[src/rtl/fifo_pkg.sv]
// Shared types for the async-FIFO read-side consumer.
package fifo_pkg;
  typedef enum logic [1:0] {IDLE = 2'd0, RUN = 2'd1, FLUSH = 2'd2} rd_state_t;
  localparam int OBUF_DEPTH = 2;
endpackage

[src/rtl/fifo_rd_stream_skid_buf2.sv]
// Two-entry registered output buffer; entry 0 is always the oldest word.
module skid_buf2
  import fifo_pkg::*;
#(
  parameter int DATA_WIDTH = 8
) (
  input  logic                  clk,
  input  logic                  rst,
  input  logic                  push,
  input  logic [DATA_WIDTH-1:0] push_data,
  input  logic                  pop,
  input  logic                  clear,
  output logic [1:0]            occ,
  output logic                  head_valid,
  output logic [DATA_WIDTH-1:0] head_data
);

  logic [DATA_WIDTH-1:0] ent0_q, ent0_d;
  logic [DATA_WIDTH-1:0] ent1_q, ent1_d;
  logic [1:0]            occ_q, occ_d;
  logic                  valid_q, valid_d;

  always_comb begin
    ent0_d = ent0_q;
    ent1_d = ent1_q;
    occ_d  = occ_q;
    if (clear) begin
      occ_d = 2'd0;
    end else begin
      case ({push, pop})
        2'b10: begin
          if (occ_q == 2'd0) ent0_d = push_data;
          else               ent1_d = push_data;
          occ_d = occ_q + 2'd1;
        end
        2'b01: begin
          ent0_d = ent1_q;
          occ_d  = occ_q - 2'd1;
        end
        2'b11: begin
          // Simultaneous pop and push: occupancy unchanged, queue shifts when full.
          if (occ_q == 2'(OBUF_DEPTH)) begin
            ent0_d = ent1_q;
            ent1_d = push_data;
          end else begin
            ent0_d = push_data;
          end
        end
        default: ;
      endcase
    end
    valid_d = (occ_d != 2'd0);
  end

  always_ff @(posedge clk or posedge rst) begin
    if (rst) begin
      ent0_q  <= '0;
      ent1_q  <= '0;
      occ_q   <= 2'd0;
      valid_q <= 1'b0;
    end else begin
      ent0_q  <= ent0_d;
      ent1_q  <= ent1_d;
      occ_q   <= occ_d;
      valid_q <= valid_d;
    end
  end

  assign occ        = occ_q;
  assign head_valid = valid_q;
  assign head_data  = ent0_q;

endmodule

[src/rtl/fifo_rd_stream.sv]
// Read-side FIFO consumer: pops the FIFO into a valid/ready stream with
// enable, flush/discard control and saturating transfer/drop counters.
module fifo_rd_stream
  import fifo_pkg::*;
#(
  parameter int DATA_WIDTH = 8,
  parameter int CNT_WIDTH  = 16
) (
  input  logic                  rclk,
  input  logic                  rrst,
  input  logic                  en,
  input  logic                  flush,
  input  logic [DATA_WIDTH-1:0] rdata,
  input  logic                  rempty,
  output logic                  rinc,
  output logic [DATA_WIDTH-1:0] m_data,
  output logic                  m_valid,
  input  logic                  m_ready,
  output logic                  busy,
  output logic [CNT_WIDTH-1:0]  xfer_cnt,
  output logic [CNT_WIDTH-1:0]  drop_cnt
);

  rd_state_t            state_q, state_d;
  logic [CNT_WIDTH-1:0] xfer_q, xfer_d;
  logic [CNT_WIDTH-1:0] drop_q, drop_d;

  logic       hs;
  logic       push;
  logic       clear;
  logic [1:0] occ;
  logic [1:0] drop_add;
  logic [CNT_WIDTH+1:0] drop_sum;

  skid_buf2 #(.DATA_WIDTH(DATA_WIDTH)) u_buf (
    .clk        (rclk),
    .rst        (rrst),
    .push       (push),
    .push_data  (rdata),
    .pop        (hs),
    .clear      (clear),
    .occ        (occ),
    .head_valid (m_valid),
    .head_data  (m_data)
  );

  assign hs    = m_valid && m_ready;
  assign push  = rinc && (state_q == RUN);
  assign clear = flush && (state_q != FLUSH);

  always_comb begin
    rinc = 1'b0;
    case (state_q)
      // A flush pulse stops popping on its own cycle so no word slips past the drop count.
      RUN:     rinc = en && !flush && !rempty && ((occ < 2'(OBUF_DEPTH)) || m_ready);
      FLUSH:   rinc = !rempty;
      default: rinc = 1'b0;
    endcase
  end

  always_comb begin
    state_d = state_q;
    case (state_q)
      IDLE: begin
        if (flush)   state_d = FLUSH;
        else if (en) state_d = RUN;
      end
      RUN: begin
        if (flush)    state_d = FLUSH;
        else if (!en) state_d = IDLE;
      end
      FLUSH: begin
        if (rempty) state_d = en ? RUN : IDLE;
      end
      default: state_d = IDLE;
    endcase
  end

  // A word handed off on the flush entry edge is counted as transferred, not dropped.
  always_comb begin
    drop_add = 2'd0;
    if (clear)                 drop_add = occ - {1'b0, hs};
    else if (state_q == FLUSH) drop_add = {1'b0, rinc};
    drop_sum = {2'b00, drop_q} + {{CNT_WIDTH{1'b0}}, drop_add};
    drop_d   = (drop_sum > {2'b00, {CNT_WIDTH{1'b1}}}) ? {CNT_WIDTH{1'b1}}
                                                      : drop_sum[CNT_WIDTH-1:0];
    xfer_d = xfer_q;
    if (hs && (xfer_q != {CNT_WIDTH{1'b1}})) xfer_d = xfer_q + 1'b1;
  end

  always_ff @(posedge rclk or posedge rrst) begin
    if (rrst) begin
      state_q <= IDLE;
      xfer_q  <= '0;
      drop_q  <= '0;
    end else begin
      state_q <= state_d;
      xfer_q  <= xfer_d;
      drop_q  <= drop_d;
    end
  end

  assign busy     = ((state_q == RUN) && (occ != 2'd0)) || (state_q == FLUSH);
  assign xfer_cnt = xfer_q;
  assign drop_cnt = drop_q;

endmodule

[config.mk]
export PLATFORM = sky130hd
export DESIGN_NAME = fifo_rd_stream
export DESIGN_NICKNAME = d
export VERILOG_FILES = /design/src/rtl/fifo_pkg.sv /design/src/rtl/fifo_rd_stream_skid_buf2.sv /design/src/rtl/fifo_rd_stream.sv
export SDC_FILE = /design/constraint.sdc
export NUM_CORES = 1
export LEC_CHECK = 0
export CORE_MARGIN = 2
export CORE_UTILIZATION = 52
export DETAILED_ROUTE_END_ITERATION = 10
export HOLD_SLACK_MARGIN = 0.06
export PLACE_DENSITY = 0.8
export SYNTH_ARGS = -nofsm -noshare
export SYNTH_HDL_FRONTEND = slang
export SYNTH_HIERARCHICAL = 1
export SYNTH_SLANG_ARGS = --single-unit
[constraint.sdc]
create_clock -name rclk -period 3.29 [get_ports rclk]
set_clock_uncertainty 0.2 [all_clocks]
set_input_delay 0.4935 -clock rclk [delete_from_list [all_inputs] [get_ports rclk]]
set_output_delay 0.4935 -clock rclk [all_outputs]
set_load 0.05 [all_outputs]
# --- Word level (Yosys, flattened, before mapping) ---
# Index checks and enable logic that the tools add are counted.
totals:
  inputBits: 14
  output_inout_bits: 43
  word_cells: 69
  regBits: 53
op_classes:
  n_reduce_logical: 21
  n_bitwise: 1
  n_lt_le_gt_ge: 2
  addsub: 5
  eq_ne: 14
  mux: 19
ops:
  columns: ["op", "n"]
  rows:
  - ["two-way mux 8 bit", 4]
  - ["case mux 8 bit (3 select lines)", 1]
  - ["adder 16 x 2 -> 17 bit", 1]
  - ["> comparator 17 x 16 -> 1 bit (second input constant)", 1]
  - ["adder 16 x 1 -> 16 bit (second input constant)", 1]
  - ["two-way mux 16 bit", 1]
  - ["inequality test 16 bit (second input constant)", 1]
  - ["case mux 8 bit (2 select lines)", 1]
  - ["two-way mux 2 bit", 7]
  - ["equality test 2 bit (second input constant)", 4]
  - ["logical AND 1 bit", 8]
  - ["inequality test 2 bit (second input constant)", 3]
  - ["inequality test 3 bit (second input constant)", 2]
  - ["case mux 2 bit (3 select lines)", 1]
  - ["AND reduction 3 bit", 2]
  - ["nonzero test 2 bit", 3]
  - ["equality test 2 x 1 -> 1 bit (second input constant)", 2]
  - ["zero test 2 bit", 2]
  - ["inequality test 2 x 1 -> 1 bit (second input constant)", 2]
  - ["case mux 2 bit (2 select lines)", 1]
  - ["AND reduction 4 bit", 1]
  - ["nonzero test 3 bit", 1]
  - ["adder 2 x 1 -> 2 bit (second input constant)", 1]
  - ["zero test 1 bit", 2]
  - ["other kinds (7)", 9]

# --- Depth between registers and ports, before layout ---
# Gate-level depths: netlist of the first run.
depth:
  depth_word: 10
  mapped_depth: 12
  ltp_nobuf: 11

# --- Modules after synthesis ---
# The synthesis of the first run kept the hierarchy.
modules_own_cells:
  columns: ["mod", "cells_each", "seq_area_each_um2", "instances", "area_per_inst_um2"]
  rows:
  - ["fifo_rd_stream", 190, 850.8, 1, 1926.8]
  - ["skid_buf2", 92, 475.5, 1, 968.4]

# --- Worst setup path after synthesis of the first run ---
# Ideal clock, no wire load.
synth_timing:
  kind: "flip-flop to flip-flop"
  startpoint: "register state_q[1]"
  endpoint: "register u_buf.ent1_q[0]"
  t_required_ns: 2.965
  n_path_buf: 0
  path_slack_ns: -0.426
  period_less_slack_ns: 3.716
  stages_incl_launch_ff: 11
  setup_ns: 0.125
  arrival_ns: 3.391
  cell_sequence: "dfrtp_1 > inv_1 > ha_1 > and3b_1 > a21oi_1 > nor3b_1 > and2_1 > ha_1 > nand2b_1 > a211oi_4 > mux2_2"
synth_between:
  elab_chain_len: 6
  elab_cells_between_ends: 14
  cone_classes: "eq/ne (7); mux (2); bitwise (1); reduce/logical (4)"
synth_lines:
  columns: ["item", "line", "rtl"]
  rows:
  - ["from (decl)", "fifo_rd_stream.sv:24", "rd_state_t state_q, state_d;"]
  - ["from (signal assigned)", "fifo_rd_stream.sv:97", "state_q <= state_d;"]
  - ["equality test 2 bit or equality test 2 x 1 -> 1 bit (tied branches)", "fifo_rd_stream.sv:53", "case (state_q)"]
  - ["case mux 1 bit (2 select lines) (*)", "fifo_rd_stream.sv:53", null]
  - ["named net rinc", "fifo_rd_stream.sv:15", "output logic rinc,"]
  - ["logical AND 1 bit (*)", "fifo_rd_stream.sv:48", "assign push = rinc && (state_q == RUN);"]
  - ["named net push", "fifo_rd_stream.sv:29", "logic push;"]
  - ["equality test 2 bit", "fifo_rd_stream_skid_buf2.sv:30", "case ({push, pop})"]
  - ["inequality test 2 x 1 -> 1 bit (no line) (tied with other cells)", null, null]
  - ["AND reduction 4 bit (no line)", null, null]
  - ["to (signal assigned)", "fifo_rd_stream_skid_buf2.sv:63", "ent1_q <= ent1_d;"]
  - ["to (decl)", "fifo_rd_stream_skid_buf2.sv:19", "logic [DATA_WIDTH-1:0] ent1_q, ent1_d;"]
# Mark *: on every way through the listed nets, which the timed path passes. The rest lies on a longest branch.
# A chain may end at the register's enable or synchronous reset.

# --- Worst setup path in the final report of the first run ---
layout_timing:
  startpoint: "input flush"
  endpoint: "register u_buf.ent1_q[3]"
layout_between:
  elab_chain_len: 9
  elab_cells_between_ends: 15
  cone_classes: "eq/ne (4); mux (2); bitwise (1); reduce/logical (8)"
layout_lines:
  columns: ["item", "line", "rtl"]
  rows:
  - ["from (decl)", "fifo_rd_stream.sv:12", "input logic flush,"]
  - ["zero test 1 bit (*)", "fifo_rd_stream.sv:55", "RUN: rinc = en && !flush && !rempty && ((occ < 2'(OBUF_DEPTH)) || m_ready);"]
  - ["logical AND 1 bit (*) (3 in a row)", "fifo_rd_stream.sv:55", null]
  - ["case mux 1 bit (2 select lines) (*)", "fifo_rd_stream.sv:53", null]
  - ["logical AND 1 bit (*)", "fifo_rd_stream.sv:48", null]
  - ["named net push", "fifo_rd_stream.sv:29", null]
  - ["equality test 2 bit", "fifo_rd_stream_skid_buf2.sv:30", null]
  - ["inequality test 2 x 1 -> 1 bit (no line) (tied with other cells)", null, null]
  - ["AND reduction 4 bit (no line)", null, null]
# Marked as above.

==> out/qor.yml, run 1 <==
syn_to_final_growth_pct: 27.4
final_nets: 375
synth.most_common_cell: "dfrtp_1"
power_leakage_nw: 1.65
grt_util_all_layers: 0.216
yosys-top-cells-count: "dfrtp_1, nand2_1, nand3_1, a21oi_1"
grt_max_degree: 20
synth.area.top_cells: "dfrtp_1, mux2_2, ha_1"
path_class: "in -> reg"
cts_setup_buffers: 0
synth_cells: 282
ys.flop_type: "dfrtp_1"
io_pins: 57
relSlewSlack: 0.500
vdd_drop_max_v: 0.000543
min_path_cells: 1
cts_resized: 0
hold_buffers: 0
ys_warn_count: 6
drt_first_pass_iters: 4
hold_path_class: "reg -> reg"
drc_errors: 0
wl_um: 6290
cts_tree: "yes"
cap_viol_max_count: 0
crit_chain: "clkdlybuf4s50_1, and3b_1, a21oi_1, nor3b_2, and2_1, ha_1, nand2b_1, a211oi_4, buf_12, mux2_2"
cp.required_ps: 3280
antenna_cells: 0
fin_crit_ps: 2880
avgRoutedWirePerCell_um: 14.9
reg2regPathDepth: 11
yosysSeqAreaShare: 0.458
crit_fanout: 8
synth_nets: 309
start_util: 0.532
synth_area_um2: 2900
place.gp.congestion: 0.822
antenna_found_initial: 0
cp_num_cells: 10
worstSkewPairLatency_ps: 300
hold_viol: 0
grt_setup_unrepaired: "no"
synth_top_area_frac: 0.458
synth_top_cell_by_area: "dfrtp_1"
ys_ff_latch: 53
fmax_ghz: 0.347
status: "complete, no violations"
min_period_over_period: 0.877
cp_slowest_cell: "clkdlybuf4s50_1"
ctsHtreeMaxLevel: 2
synth_cell_type_count: 47
clk_pin_slew_ps: 90
overflow: 0
synth_area_per_cell_um2: 10.3
path_buf_inv: 2
async_flop_share: 1.00
core_region_area_um2: 5440
cp_data_arrival_time_ps: 2870
end_kind: "flop"
cts_sinks: 53
numCtsBuffers: 5
die_h_um: 78.6
cts_max_path_buffers: 2
tightest_slew_ps: 749
drt-initial-drc-count: 143
grt_pass1_vias: 2252
drive_gt1_frac: 0.123
detail-route-antenna-nets: 0
vias_per_cell: 5.60
grt_pass1_wl_um: 10600
final_core_util: 0.678
dp_hpwl_um: 4680
synth_edf_count: 0
dieArea_um2: 6180
power_density_nw_per_um2: 638
max_stage_delay_ps: 520
setup_viol: 0
die_x_um: 78.6
num_rows: 27
finalMaxSlewViolations: 0
crit_family: "buffers and inverters"
fin_tns_setup_ps: 0
portBuffers: 56
routed-via-count: 2359
cts-root-buf: "clkbuf_8"
crit_path_start_kind: "primary input"
[report_power, final]
part	internal (mW)	total, mW	switching [mW]	leakage, nW
Clock	0.151	0.353	0.202	0.0385
Combinational	0.400	1.09	0.691	0.918
Sequential	0.782	0.909	0.127	0.692
[kinds of logic (layout without fill, tap and decap cells)]
group	Yosys count	count (layout)	synth area share
compound gates	54	54	0.112
xor+xnor	17	17	0.0514
fa+ha+maj	13	13	0.0588
buf+inv	24	91	0.0354
flops	53	53	0.458
mux	19	19	0.0730
simple gates	102	102	0.211
[layout by cell type (no fill, tap or decap), types with 3 or more instances in the layout]
master,Yosys,layout
nand2_1,19,19
nand3_1,19,19
ha_1,12,12
o21ai_0,15,15
nand2b_1,8,8
a21oi_1,17,17
clkdlybuf4s50_1,0,55
inv_1,15,15
clkbuf_8,0,5
mux2_2,15,15
a31oi_1,10,10
nor2_1,10,10
and4_1,4,4
and3_1,5,5
xor2_1,7,7
dfrtp_1,53,53
nor3_1,8,8
xnor2_1,10,10
buf_4,0,12
and2_1,3,3
nand4_1,9,9
[per-stage QoR]
| stage | total power, mW | instance area [um^2] | hold WS (ps) | instances | worst slack (ps) |
|---|---|---|---|---|---|
| CTS | 2.37 | 3690 | 313 | 421 | 415 |
| detailed placement | 2.01 | 3600 | 289 | 413 | 102 |
| global route | 2.50 | 3690 | 329 | 421 | 307 |
| floorplan | 1.65 | 2900 | 245 | 282 | 44.7 |
| finish | 2.35 | 3690 | 311 | 421 | 405 |
| global placement | 1.99 | 3600 | 285 | 413 | 175 |
[final timing paths]
| kind | start | end | slack, ps |
|---|---|---|---|
| max in group asynchronous | rrst | xfer_cnt[5]$_DFFE_PP0P_ | 1820 |
| hold reg to reg | u_buf/ent1_q[6]$_DFFE_PP0P_ | u_buf/ent1_q[6]$_DFFE_PP0P_ | 310 |
| min in group asynchronous | rrst | u_buf/ent1_q[2]$_DFFE_PP0P_ | 440 |
| hold / removal | u_buf/ent1_q[6]$_DFFE_PP0P_ | u_buf/ent1_q[6]$_DFFE_PP0P_ | 310 |
| setup reg to reg | state_q[1]$_DFFE_PP0P_ | u_buf/ent1_q[3]$_DFFE_PP0P_ | 440 |
| setup / recovery | flush | u_buf/ent1_q[3]$_DFFE_PP0P_ | 410 |
[registers in the layout (all words and copies together), names as in the netlist]
name,flops
u_buf/occ,2
xfer_cnt,16
state_q,2
drop_cnt,16
u_buf/head_data,8
u_buf/ent1_q,8
u_buf/head_valid,1
[layout make-up]
| class | count | area [um^2] |
|---|---|---|
| Clock inverter | 1 | 7.51 |
| Sequential cell | 53 | 1330 |
| Timing Repair Buffer | 68 | 661 |
| Tap cell | 72 | 90.1 |
| Fill cell | 420 | 1750 |
| Multi-Input combinational cell | 205 | 1470 |
| Clock buffer | 7 | 76.3 |
| Inverter | 15 | 56.3 |
[layer usage]
| layer | GRT usage | wire, um | vias up |
|---|---|---|---|
| li1 | - | - | 1143 |
| met5 | 0 | 0 | - |
| met1 | 0.278 | 2700 | 1143 |
| met4 | 0.0649 | 81 | 0 |
| met2 | 0.363 | 3190 | 64 |
| met3 | 0.0506 | 309 | 9 |
[worst reg2reg max path, cell delays in order (launching register included)]
cell      delay [ps]
dfrtp_1          390
inv_1             90
ha_1             220
and3b_1          190
a21oi_1          160
nor3b_2           70
and2_1           190
ha_1             250
nand2b_1         200
a211oi_4         290
buf_12           160
mux2_2           340
Note: power is estimated with default switching activity, not from simulation.
==> run 2, diff against run 1 <==
- CTS_CLUSTER_SIZE: not set -> 20
- GPL_ROUTABILITY_DRIVEN: not set -> 0
==> results of run 2 <==
No change in the layout: final DEF, timing and power equal those of run 1.
==> run 3, diff against run 2 <==
- SETUP_SLACK_MARGIN: not set -> 0.05
- SKIP_CTS_REPAIR_TIMING: not set -> 1
==> run 3 against run 2 <==
  * Total power rose by 3.2%
  * Setup slack worse by 82 ps
  * Hold slack better by 2.5 ps
  * Clock power up 24%
  * Via count fell by 1.3%
  * Sequential power hardly changed
  * Design area increased by 0.24%
  * Combinational power barely moved
  * Critical endpoint is now u_buf/ent1_q[6]$_DFFE_PP0P_
  * Largest power group unchanged
==> out/qor.yml, run 3 (synthesis gave the netlist of run 1 again) <==
num_rows: 27  # unchanged
power_density_nw_per_um2: 657  # +3.0%
grt_pass1_vias: 2389  # +6.1%
min_path_cells: 1  # unchanged
path_class: "in -> reg"
portBuffers: 56  # unchanged
reg2regPathDepth: 10  # -1
crit_path_start_kind: "primary input"
dp_hpwl_um: 4560  # -2.4%
fin_area_um2: 3700  # +0.24%
crit_fanout: 8  # unchanged
avgRoutedWirePerCell_um: 14.5  # -3.0%
overflow: 0  # unchanged
end_kind: "flop"
placed_area_um2: 3580  # -0.56%
setup_viol: 0  # unchanged
grt_setup_unrepaired: "no"
die_x_um: 78.6  # unchanged
grt_util_all_layers: 0.214  # -0.00178
fmax_ghz: 0.337  # -2.8%
cp.required_ps: 3280  # about the same
syn_to_final_growth_pct: 27.7
layout_common_cells: "clkdlybuf4s50_1, dfrtp_1, nand2_1, nand3_1, a21oi_1"
hp-start: "u_buf/ent1_q[2]$_DFFE_PP0P_"
finalMaxSlewViolations: 0  # unchanged
drt_first_pass_iters: 4  # unchanged
drive_gt1_frac: 0.126  # +0.00323
io_pins: 57  # unchanged
power_leakage_nw: 1.66  # +0.72%
final_nets: 374  # -0.27%
fillers: 449  # +6.9%
tightest_slew_ps: 802  # +53.1 ps
hold_slack_ps: 313  # +2.54 ps
cts_tree: "yes"
drc_errors: 0  # unchanged
wl_um: 6090  # -3.2%
relSlewSlack: 0.465  # -0.0354
vias_per_cell: 5.55  # -1.0%
grt_max_degree: 22  # +10%
status: "complete, no violations"
hold_viol: 0  # unchanged
cts_sinks: 53  # unchanged
antenna_cells: 0  # unchanged
r2r_slack_ps: 370  # -70 ps
r2r-end: "u_buf/ent1_q[6]$_DFFE_PP0P_"
worstHoldEndpoint: "u_buf/ent1_q[2]$_DFFE_PP0P_"
core_region_area_um2: 5440  # unchanged
start_util: 0.532  # unchanged
cap_viol_max_count: 0  # unchanged
vdd_drop_max_v: 0.000449  # -17%
fin_tns_setup_ps: 0  # unchanged
clk_pin_slew_ps: 100  # about the same
fin_crit_ps: 2970  # +81.7 ps
worstSkewPairLatency_ps: 300  # about the same
ctsHtreeMaxLevel: 2  # unchanged
final_core_util: 0.680  # +0.00161
dieArea_um2: 6180  # unchanged
routed-via-count: 2329  # -1.3%
detail-route-antenna-nets: 0  # unchanged
antenna_found_initial: 0  # unchanged
final_common_cell: "clkdlybuf4s50_1"
min_period_over_period: 0.902  # +0.0248
r2r_start: "state_q[1]$_DFFE_PP0P_"
die_h_um: 78.6  # unchanged
cts_max_path_buffers: 2  # unchanged
hold_path_class: "reg -> reg"
cts-root-buf: "clkbuf_8"
cp_data_arrival_time_ps: 2960  # +90 ps
drt-initial-drc-count: 207  # +45%
numCtsBuffers: 5  # unchanged
grt_pass1_wl_um: 10700  # +0.72%
run 3: cell count changes in the layout (fill, tap and decap cells not counted), sizes merged:
cell,previous run,this run
clkinvlp,1,0
clkbuf,7,5
inv,15,16
clkinv,0,1
buf,13,12
bufinv,0,1
run 3: how the worst max path moves through the flow:
stage / start / end / slack [ps] / cells after the start
CTS: flush / u_buf/ent1_q[0]$_DFFE_PP0P_ / 330 / 9
floorplan: state_q[1]$_DFFE_PP0P_ / u_buf/ent1_q[0]$_DFFE_PP0P_ / 110 / 10
global route: state_q[1]$_DFFE_PP0P_ / u_buf/ent1_q[0]$_DFFE_PP0P_ / 190 / 10
global placement: flush / u_buf/ent1_q[2]$_DFFE_PP0P_ / 90 / 9
detailed placement: flush / u_buf/ent1_q[6]$_DFFE_PP0P_ / 20 / 9
finish: flush / u_buf/ent1_q[6]$_DFFE_PP0P_ / 320 / 9
run 3: cell type report:
| type | instances | area, um^2 | area share |
|---|---|---|---|
| Clock buffer | 5 | 68.8 | 0.0186 |
| Clock inverter | 3 | 43.8 | 0.0118 |
| Inverter | 15 | 56.3 | 0.0152 |
| Multi-Input combinational cell | 205 | 1470 | 0.398 |
| Sequential cell | 53 | 1330 | 0.359 |
| Tap cell | 72 | 90.1 | 0.0244 |
| Timing Repair Buffer | 67 | 641 | 0.173 |
run 3: worst max-delay path: stages:
cell and delay, ps:
clkdlybuf4s50_1 510, and3b_1 210, a21oi_1 180, nor3b_2 70, and2_1 190, ha_1 240
nand2b_1 190, a211oi_4 480, mux2_2 400
run 3: per-layer routing:
layer,vias to the layer above,share of wire,routed length [um],global-route usage
met4,0,0.0028,17,0.0491
met3,2,0.033,203,0.0391
li1,1139,-,-,-
met2,51,0.54,3280,0.383
met5,-,0,0,0
met1,1137,0.43,2590,0.269
run 3: where the power goes:
group / leakage, nW / total (mW) / internal (mW) / switching [mW]
sequential: 0.692 / 0.908 / 0.782 / 0.126
clock: 0.0585 / 0.439 / 0.228 / 0.211
combinational: 0.909 / 1.08 / 0.399 / 0.684
total: 1.66 / 2.43 / 1.41 / 1.02
run 3: stage by stage:
stage	std cells	power [mW]	setup WS, ps
3_5_place_dp	412	2.00	23.3
6_report	420	2.43	323
3_3_place_gp	412	1.98	92.7
2_1_floorplan	282	1.65	108
4_1_cts	420	2.45	332
5_1_grt	420	2.58	189
